<file path="config.mk">
export PLATFORM = sky130hd
export DESIGN_NAME = ysyx_25020047_lsu_flat
export DESIGN_NICKNAME = d
export VERILOG_FILES = /design/src/rtl/ysyx_25020047_lsu_if.sv /design/src/rtl/ysyx_25020047_lsu.sv /design/src/flat_wrapper.sv
export SDC_FILE = /design/constraint.sdc
export NUM_CORES = 1
export LEC_CHECK = 0
export CORE_AREA = 2 2 167 87
export DETAILED_ROUTE_END_ITERATION = 16
export DIE_AREA = 0 0 169 89
export HOLD_SLACK_MARGIN = 0.08
export PLACE_DENSITY = 0.87
export REMOVE_ABC_BUFFERS = 1
export SETUP_SLACK_MARGIN = 0.5
export SLEW_MARGIN = 20
export SYNTH_ARGS = -nofsm -noshare
export SYNTH_HDL_FRONTEND = slang
export SYNTH_SLANG_ARGS = --single-unit
</file>
<file path="constraint.sdc">
create_clock -name clk -period 1.55 [get_ports clk]
set_input_delay 0.155 -clock clk [delete_from_list [all_inputs] [get_ports clk]]
set_output_delay 0.155 -clock clk [all_outputs]
set_load 0.05 [all_outputs]
</file>
<file path="src/rtl/ysyx_25020047_lsu_if.sv">
// ysyx_25020047_lsu_if: request/response memory bus between the LSU (master) and memory (slave).
interface ysyx_25020047_lsu_if;
    logic        mem_req_valid;
    logic        mem_req_ready;
    logic [31:0] mem_addr;
    logic        mem_wen;
    logic [31:0] mem_wdata;
    logic [3:0]  mem_wmask;
    logic        mem_resp_valid;
    logic [31:0] mem_rdata;
    modport master (
        output mem_req_valid, mem_addr, mem_wen, mem_wdata, mem_wmask,
        input  mem_req_ready, mem_resp_valid, mem_rdata
    );
    modport slave (
        input  mem_req_valid, mem_addr, mem_wen, mem_wdata, mem_wmask,
        output mem_req_ready, mem_resp_valid, mem_rdata
    );
endinterface

</file>
<file path="src/rtl/ysyx_25020047_lsu.sv">
// ysyx_25020047_lsu: multi-cycle load/store unit (IDLE/REQ/WAIT/DONE) between EXU and WBU.
// Define YSYX_25020047_LSU_ALIGN_CHECK_EN to trap misaligned lw/sw instead of issuing them word-aligned.
module ysyx_25020047_lsu (
    input  logic                          clk,
    input  logic                          rst_n,
    input  logic                          i_in_valid,
    output logic                          o_in_ready,
    input  logic [31:0]                   i_inst_type,
    input  logic [31:0]                   i_result,
    input  logic [31:0]                   i_rdata2,
    input  logic                          i_reg_wen,
    input  logic                          i_read,
    input  logic                          i_write,
    ysyx_25020047_lsu_if.master           mem,
    output logic                          o_out_valid,
    input  logic                          i_out_ready,
    output logic [31:0]                   o_out_data,
    output logic                          o_out_reg_wen,
    output logic                          o_out_err
);
    localparam logic [1:0] S_IDLE = 2'd0;
    localparam logic [1:0] S_REQ  = 2'd1;
    localparam logic [1:0] S_WAIT = 2'd2;
    localparam logic [1:0] S_DONE = 2'd3;

    logic [1:0]  r_state;
    logic [31:0] r_addr;
    logic        r_wen;
    logic [31:0] r_wdata;
    logic [3:0]  r_wmask;
    logic [31:0] r_out_data;
    logic        r_out_reg_wen;
    logic        r_err;
    logic        r_read;
    logic        r_lbu;
    logic [1:0]  r_off;
    logic        w_sb;
    logic        w_mis;
    logic [7:0]  w_byte;

    assign w_sb   = i_inst_type == 32'h100;
    assign w_byte = mem.mem_rdata[{r_off, 3'b000} +: 8];
`ifdef YSYX_25020047_LSU_ALIGN_CHECK_EN
    assign w_mis  = (i_inst_type == 32'h20 || i_inst_type == 32'h80) && (i_result[1:0] != 2'b00);
`else
    assign w_mis  = 1'b0;
`endif

    assign o_in_ready        = r_state == S_IDLE;
    assign o_out_valid       = r_state == S_DONE;
    assign o_out_data        = r_out_data;
    assign o_out_reg_wen     = r_out_reg_wen;
    assign o_out_err         = r_err;
    assign mem.mem_req_valid = r_state == S_REQ;
    assign mem.mem_addr      = r_addr;
    assign mem.mem_wen       = r_wen;
    assign mem.mem_wdata     = r_wdata;
    assign mem.mem_wmask     = r_wmask;

    always_ff @(posedge clk or negedge rst_n) begin
        if (!rst_n) begin
            r_state       <= S_IDLE;
            r_addr        <= 32'h0;
            r_wen         <= 1'b0;
            r_wdata       <= 32'h0;
            r_wmask       <= 4'h0;
            r_out_data    <= 32'h0;
            r_out_reg_wen <= 1'b0;
            r_err         <= 1'b0;
            r_read        <= 1'b0;
            r_lbu         <= 1'b0;
            r_off         <= 2'b00;
        end else begin
            case (r_state)
                S_IDLE: if (i_in_valid) begin
                    r_out_data    <= i_result;
                    r_err         <= w_mis;
                    r_out_reg_wen <= i_reg_wen && !i_write && !w_mis;
                    r_read        <= i_read;
                    r_lbu         <= i_inst_type == 32'h40;
                    r_off         <= i_result[1:0];
                    if (!w_mis && (i_read || i_write)) begin
                        r_state <= S_REQ;
                        r_addr  <= {i_result[31:2], 2'b00};
                        r_wen   <= i_write;
                        r_wdata <= w_sb ? {4{i_rdata2[7:0]}} : i_rdata2;
                        r_wmask <= !i_write ? 4'h0 : w_sb ? 4'b0001 << i_result[1:0] : 4'hF;
                    end else begin
                        r_state <= S_DONE;
                    end
                end
                S_REQ:  if (mem.mem_req_ready) r_state <= S_WAIT;
                S_WAIT: if (mem.mem_resp_valid) begin
                    if (r_read) r_out_data <= r_lbu ? {24'h0, w_byte} : mem.mem_rdata;
                    r_state <= S_DONE;
                end
                default: if (i_out_ready) r_state <= S_IDLE;
            endcase
        end
    end
endmodule

</file>
<file path="src/flat_wrapper.sv">
// flat-port wrapper written by rule: the top's interface ports become plain ports
module ysyx_25020047_lsu_flat 
  (clk, rst_n, i_in_valid, o_in_ready, i_inst_type, i_result, i_rdata2, i_reg_wen, i_read, i_write, o_out_valid, i_out_ready, o_out_data, o_out_reg_wen, o_out_err, mem_mem_req_valid, mem_mem_addr, mem_mem_wen, mem_mem_wdata, mem_mem_wmask, mem_mem_req_ready, mem_mem_resp_valid, mem_mem_rdata);
  ysyx_25020047_lsu_if mem_i ();
  input  logic clk;
  input  logic rst_n;
  input  logic i_in_valid;
  output logic o_in_ready;
  input  logic [31:0] i_inst_type;
  input  logic [31:0] i_result;
  input  logic [31:0] i_rdata2;
  input  logic i_reg_wen;
  input  logic i_read;
  input  logic i_write;
  output logic o_out_valid;
  input  logic i_out_ready;
  output logic [31:0] o_out_data;
  output logic o_out_reg_wen;
  output logic o_out_err;
  output wire logic [$bits(mem_i.mem_req_valid)-1:0] mem_mem_req_valid;
  output wire logic [$bits(mem_i.mem_addr)-1:0] mem_mem_addr;
  output wire logic [$bits(mem_i.mem_wen)-1:0] mem_mem_wen;
  output wire logic [$bits(mem_i.mem_wdata)-1:0] mem_mem_wdata;
  output wire logic [$bits(mem_i.mem_wmask)-1:0] mem_mem_wmask;
  input wire logic [$bits(mem_i.mem_req_ready)-1:0] mem_mem_req_ready;
  input wire logic [$bits(mem_i.mem_resp_valid)-1:0] mem_mem_resp_valid;
  input wire logic [$bits(mem_i.mem_rdata)-1:0] mem_mem_rdata;
  assign mem_mem_req_valid = mem_i.mem_req_valid;
  assign mem_mem_addr = mem_i.mem_addr;
  assign mem_mem_wen = mem_i.mem_wen;
  assign mem_mem_wdata = mem_i.mem_wdata;
  assign mem_mem_wmask = mem_i.mem_wmask;
  assign mem_i.mem_req_ready = mem_mem_req_ready;
  assign mem_i.mem_resp_valid = mem_mem_resp_valid;
  assign mem_i.mem_rdata = mem_mem_rdata;
  ysyx_25020047_lsu u_core (.clk(clk), .rst_n(rst_n), .i_in_valid(i_in_valid), .o_in_ready(o_in_ready), .i_inst_type(i_inst_type), .i_result(i_result), .i_rdata2(i_rdata2), .i_reg_wen(i_reg_wen), .i_read(i_read), .i_write(i_write), .mem(mem_i), .o_out_valid(o_out_valid), .i_out_ready(i_out_ready), .o_out_data(o_out_data), .o_out_reg_wen(o_out_reg_wen), .o_out_err(o_out_err));
endmodule
</file>
==> Yosys cells after proc, flatten, opt, wreduce, memory -nomap -nowiden <==
Cells that the tools add are included.
W data, S select, Z words.
{ "totals": {"reg_bits": 106, "output_inout_bits": 106, "input_bits": 137, "elab_cells": 45} }
{ "classes": {"n_reduce_logical": 10, "n_mux": 14, "n_eq_ne": 9, "shift": 2} }
{ "ops": {"columns": ["op", "count"], "rows": [
  ["$mux W32", 5],
  ["$pmux W32 S2", 1],
  ["$eq A32 B7 Y1 const B", 1],
  ["$eq A32 B9 Y1 const B", 1],
  ["$shiftx A32 B6 Y8", 1],
  ["$mux W2", 5],
  ["$mux W4", 2],
  ["$reduce_and A4 Y1", 2],
  ["$pmux W2 S3", 1],
  ["$eq A2 B2 Y1 const B", 2],
  ["$ne A2 B1 Y1 const B", 2],
  ["$ne A2 B2 Y1 const B", 2],
  ["$reduce_bool A4 Y1", 1],
  ["$shl A1 B2 Y4 const A", 1],
  ["$reduce_and A3 Y1", 1],
  ["$eq A2 B1 Y1 const B", 1],
  ["$logic_not A2 Y1", 1],
  ["$reduce_and A2 Y1", 1],
  ["$reduce_bool A2 Y1", 1],
  ["$logic_and A1 B1 Y1", 1],
  ["$logic_not A1 Y1", 1],
  ["$logic_or A1 B1 Y1", 1]
]} }

==> Depth between registers and ports, before layout <==
{ "logic_depth": {"word_depth": 5, "ltp_mapped": 10} }

==> Worst setup path after synthesis <==
No wires, ideal clock.
{ "synth_timing": {"kind": "register to register", "from": "register u_core.r_state[0]", "to": "register u_core.r_addr[10] (netlist: u_core.mem.mem_addr[10])", "t_required_ps": 1432, "path_buffers": 4, "slack_ps": -622, "period_less_slack_ps": 2172, "path_stages_with_launch": 11, "t_arrival_ps": 2054, "path_cell_list": "dfrtp_1 > inv_1 > ha_1 > buf_4 > and2_1 > clkbuf_1 > o21ai_1 > buf_2 > buf_4 > nand2_1 > nand2_1"} }
{ "synth_via": {"elab_chain_len": 2} }
{ "synth_rtl": {"columns": ["element", "line", "text"], "rows": [
  ["start, declared", "ysyx_25020047_lsu.sv:26", "logic [1:0] r_state;"],
  ["start signal, assigned", "ysyx_25020047_lsu.sv:62", "r_state <= S_IDLE;"],
  ["start signal, assigned", "ysyx_25020047_lsu.sv:83", "r_state <= S_REQ;"],
  ["start signal, assigned", "ysyx_25020047_lsu.sv:89", "r_state <= S_DONE;"],
  ["$logic_not A2 Y1", null, null],
  ["via o_in_ready", "flat_wrapper.sv:8", "output logic o_in_ready;"],
  ["$reduce_and A3 Y1 (no source line)", null, null],
  ["end signal, assigned", "ysyx_25020047_lsu.sv:84", "r_addr <= {i_result[31:2], 2'b00};"],
  ["end, declared", "ysyx_25020047_lsu.sv:27", "logic [31:0] r_addr;"]
]} }
The timed path passes the listed nets, and every way through them passes these cells.
A chain may end at the register's enable or synchronous reset.

==> Final worst setup path <==
{ "layout_timing": {"from": "input port i_inst_type[15]", "to": "register u_core.r_wdata[16] (netlist: u_core.mem.mem_wdata[16])"} }
{ "layout_via": {"elab_chain_len": 2} }
{ "layout_rtl": {"columns": ["element", "line", "text"], "rows": [
  ["start, declared", "flat_wrapper.sv:9", "input logic [31:0] i_inst_type;"],
  ["$eq A32 B9 Y1", "ysyx_25020047_lsu.sv:41", "assign w_sb = i_inst_type == 32'h100;"],
  ["$mux W32", "ysyx_25020047_lsu.sv:86", "r_wdata <= w_sb ? {4{i_rdata2[7:0]}} : i_rdata2;"],
  ["end signal, assigned", "ysyx_25020047_lsu.sv:86", null],
  ["end, declared", "ysyx_25020047_lsu.sv:29", "logic [31:0] r_wdata;"]
]} }
Every way passes these cells.

==> flow_metrics.env <==
export IMPL_worstPathCellList="clkdlybuf4s50_1 > nor4_1 > and4_1 > and2_1 > buf_4 > o211ai_1"
export IMPL_max_slew_margin_rel_pct=66.81
export IMPL_wirelength_mm=22.12
export IMPL_latest_clock_arrival_within_the_worst_skew_pair_ns=0.35
export IMPL_grt_antenna_before_repair=0
export IMPL_power_frac_comb_pct=66.5
export IMPL_power_leakage_nw=4.222
export IMPL_layout_drive_gt1_share_pct=30.65
export IMPL_holdCritPathClass="input pin to asynchronous set/reset pin"
export IMPL_place_hpwl_mm=12.86
export IMPL_core_area_um2=13440
export IMPL_final_min_period_over_clock_period_pct=121.0
export IMPL_report_final_slew_viol_count=0
export IMPL_h_tree_depth=3
export IMPL_cts_buffer_depth=2
export IMPL_drt_wirelength_per_cell_um=20.93
export IMPL_synth_warnings=0
export IMPL_power_net_switching_mw=11.01
export IMPL_yosys_area_top_type="sky130_fd_sc_hd__dfrtp_1"
export IMPL_yosys_register_bits=106
export IMPL_tightestPinTransition_ns=0.4933
export IMPL_async_flop_share_pct=100.0
export IMPL_grt_pass1_wl_mm=29.81
export IMPL_violations_in_the_final_reports="setup timing"
export IMPL_synth_edf_count=0
export IMPL_die_area_um2=15040
export IMPL_yosys_top_cells_area="sky130_fd_sc_hd__dfrtp_1 (54%), sky130_fd_sc_hd__nand2_1 (14%), sky130_fd_sc_hd__o211ai_1 (3.8%), sky130_fd_sc_hd__a22oi_1 (3.5%), sky130_fd_sc_hd__nor2_1 (2.7%)"
export IMPL_setup_ws_ns=-0.3256
export IMPL_final_core_utilization_pct=67.83
export IMPL_r2r_worst_path_cells=9
export IMPL_synth_area_um2=4925
export IMPL_vdd_ir_drop_max_uv=1111
export IMPL_rsz0062_at_grt="true"
export IMPL_arrival_ns=2.08
export IMPL_synth_cells_most_frequent="sky130_fd_sc_hd__nand2_1 (185), sky130_fd_sc_hd__dfrtp_1 (106), sky130_fd_sc_hd__nor2_1 (35), sky130_fd_sc_hd__a21oi_1 (25), sky130_fd_sc_hd__o211ai_1 (25)"
export IMPL_numCtsBuffers=9
export IMPL_initial_core_util_pct=36.65
export IMPL_antenna_cells=0
export IMPL_seq_area_frac_synth_pct=53.86
export IMPL_critPathSlowestCell="sky130_fd_sc_hd__nor4_1"
export IMPL_viasPerCell=5.534
export IMPL_top_level_ports=243
export IMPL_cp_startpoint_kind="input pin"
export IMPL_clkTransAtPathRegs_ns=0.08
export IMPL_pwr_share_seq_pct=23.0
export IMPL_fin_worst_skew_ns=0.01046
export IMPL_grt_overflow_total=0
export IMPL_maxCapViolCount=0
export IMPL_setup_violations_final=106
export IMPL_avgSynthCellArea_um2=8.938
export IMPL_yosys_cell_types_count=36
export IMPL_area_growth_pct=85.09
export IMPL_worst_endpoint_required_ns=1.76
export IMPL_timing_critical_path_to_type="flip-flop"
export IMPL_grt_start_max_net_pins=58
export IMPL_drt_pass1_iter_count=5
export IMPL_syn_inst=551
export IMPL_max_clock_freq_mhz=533.2
export IMPL_remaining_drc_errors=0
export IMPL_nNetsFinal=1018
export IMPL_tritoncts="done"
export IMPL_gp_congestion=0.8347
export IMPL_grt_pass1_vias=5772
export IMPL_num_rows=30
export IMPL_synthDominantCellAreaShare_pct=53.86
export IMPL_cts_root_buf="sky130_fd_sc_hd__clkbuf_16"
export IMPL_outcome="finished, violations left"
export IMPL_grtUsageTotal_pct=25.70
export IMPL_die_width_um=169
export IMPL_period_minus_slack_ns=1.876
export IMPL_tritoncts_num_sinks=106
export IMPL_antenna_left=0
export IMPL_swShare_pct=48.53
export IMPL_worstSetupPathType="input pin to flip-flop"
export IMPL_fp_dieH_um=89
export IMPL_buffer_ports_inserted=239
export IMPL_final_hold_viol_count=0
export IMPL_synth_most_common_cell="sky130_fd_sc_hd__nand2_1"
export IMPL_share_clk_of_total_power_pct=10.4
export IMPL_worst_setup_slack_before_clock_tree_synthesis_ns=-0.3542
export IMPL_critical_path_peak_fanout=12
export IMPL_slowest_delay_ns=0.50
export IMPL_internal_power_mw=11.67
export IMPL_cellPowerDensity_nw_per_um2=2488
export IMPL_yosys_most_used_dff="sky130_fd_sc_hd__dfrtp_1"
export IMPL_overall_via_count_from_detail_route=5849
export IMPL_initialDrtViolationCount=645
[worst max-delay path, delay by kind of cell]
family	cells	cell delay [ns]
and+or+nand+nor	3	1.10
AOI/OAI and AO/OA	1	0.14
buffers and inverters	2	0.68
[power groups by stage]
stage	Sequential (mW)	Combinational [mW]	Clock (mW)
global route	5.34	15.7	2.51
floorplan	9.18	2.89	0
detailed placement	4.95	11.7	0
global placement	4.88	11.5	0
CTS	5.12	13.6	2.32
finish	5.23	15.1	2.37
[registers in the layout (all words and copies together) (netlist names)]
name	flops
u_core.mem.mem_addr	30
u_core.mem.mem_wdata	32
u_core.mem.mem_wen	1
u_core.mem.mem_wmask	4
u_core.o_out_data	32
u_core.o_out_reg_wen	1
u_core.r_lbu	1
u_core.r_off	2
u_core.r_read	1
u_core.r_state	2
[logic make-up after synthesis]
group | Yosys count | synth area share, %
other | 1 | 0.07615
AO/OA/AOI/OAI | 112 | 15.96
adder cells (fa/ha/maj) | 4 | 1.016
AND/OR/NAND/NOR | 257 | 21.47
multiplexers | 7 | 1.499
buffers and inverters | 64 | 6.123
flip-flops | 106 | 53.86
[cells in the final DEF (no fill, tap or decap), types with 11 or more instances in the layout]
cell / count
sky130_fd_sc_hd__a22oi_1: 19
sky130_fd_sc_hd__buf_12: 13
sky130_fd_sc_hd__nor2_1: 27
sky130_fd_sc_hd__nand2_1: 180
sky130_fd_sc_hd__inv_1: 20
sky130_fd_sc_hd__a21oi_1: 22
sky130_fd_sc_hd__dfrtp_1: 106
sky130_fd_sc_hd__clkbuf_16: 11
sky130_fd_sc_hd__buf_6: 112
sky130_fd_sc_hd__clkdlybuf4s50_1: 135
sky130_fd_sc_hd__o211ai_1: 25
sky130_fd_sc_hd__buf_4: 86
[path summary, 6_finish.rpt]
check | start | to | slack [ns]
max | i_inst_type[15] | u_core.mem.mem_wdata[16]$_DFFE_PN0P_ | -0.33
min | rst_n | u_core.mem.mem_wen$_DFFE_PN0P_ | 0.22
max reg2reg | u_core.r_state[1]$_DFFE_PN0P_ | u_core.mem.mem_wdata[19]$_DFFE_PN0P_ | -0.32
min reg2reg | u_core.mem.mem_addr[19]$_DFFE_PN0P_ | u_core.mem.mem_addr[19]$_DFFE_PN0P_ | 0.51
max in group asynchronous | rst_n | u_core.mem.mem_addr[13]$_DFFE_PN0P_ | 0.71
min in group clk | i_result[19] | u_core.mem.mem_addr[19]$_DFFE_PN0P_ | 0.37
[per-stage QoR]
step / total power [mW] / cells / TNS [ns] / hold slack (ns) / area (µm²)
final: 22.68 / 1057 / -24.12 / 0.2201 / 9115
after global placement: 16.35 / 974 / -20.47 / 0.04680 / 7585
after CTS: 21.05 / 1025 / -5.342 / 0.2248 / 8732
after detailed placement: 16.68 / 974 / -28.44 / 0.04781 / 7585
after global routing: 23.52 / 1057 / -26.80 / 0.2297 / 9115
after floorplan: 12.07 / 511 / -195.58 / -0.1406 / 4713
[metal layers]
metal / share of wire (%) / track usage (%) / up-vias
met5: 0 / 0 / -
li1: - / - / 2535
met4: 6.8 / 16.55 / 0
met1: 36 / 28.19 / 2813
met3: 6.6 / 6.065 / 133
met2: 50 / 46.39 / 368
[final cells by class]
type                    instances  area, µm²
inverters                      22      82.58
clock buffers                  13      250.2
flip-flops and latches        106       2653
fillers                       848       4323
multi-input cells             383       2161
clock inverters                 2      37.54
repair buffers                355       3711
well taps                     176      220.2
[timing repair]
action,CTS,global route
hold buffers,1,0
endpoints found under the hold margin,106,0
setup buffers,32,30
resized for setup,128,31
gates cloned,3,2
endpoints found under the setup margin,209,209
pin swaps,7,1
(Power assumes the default switching activity.)
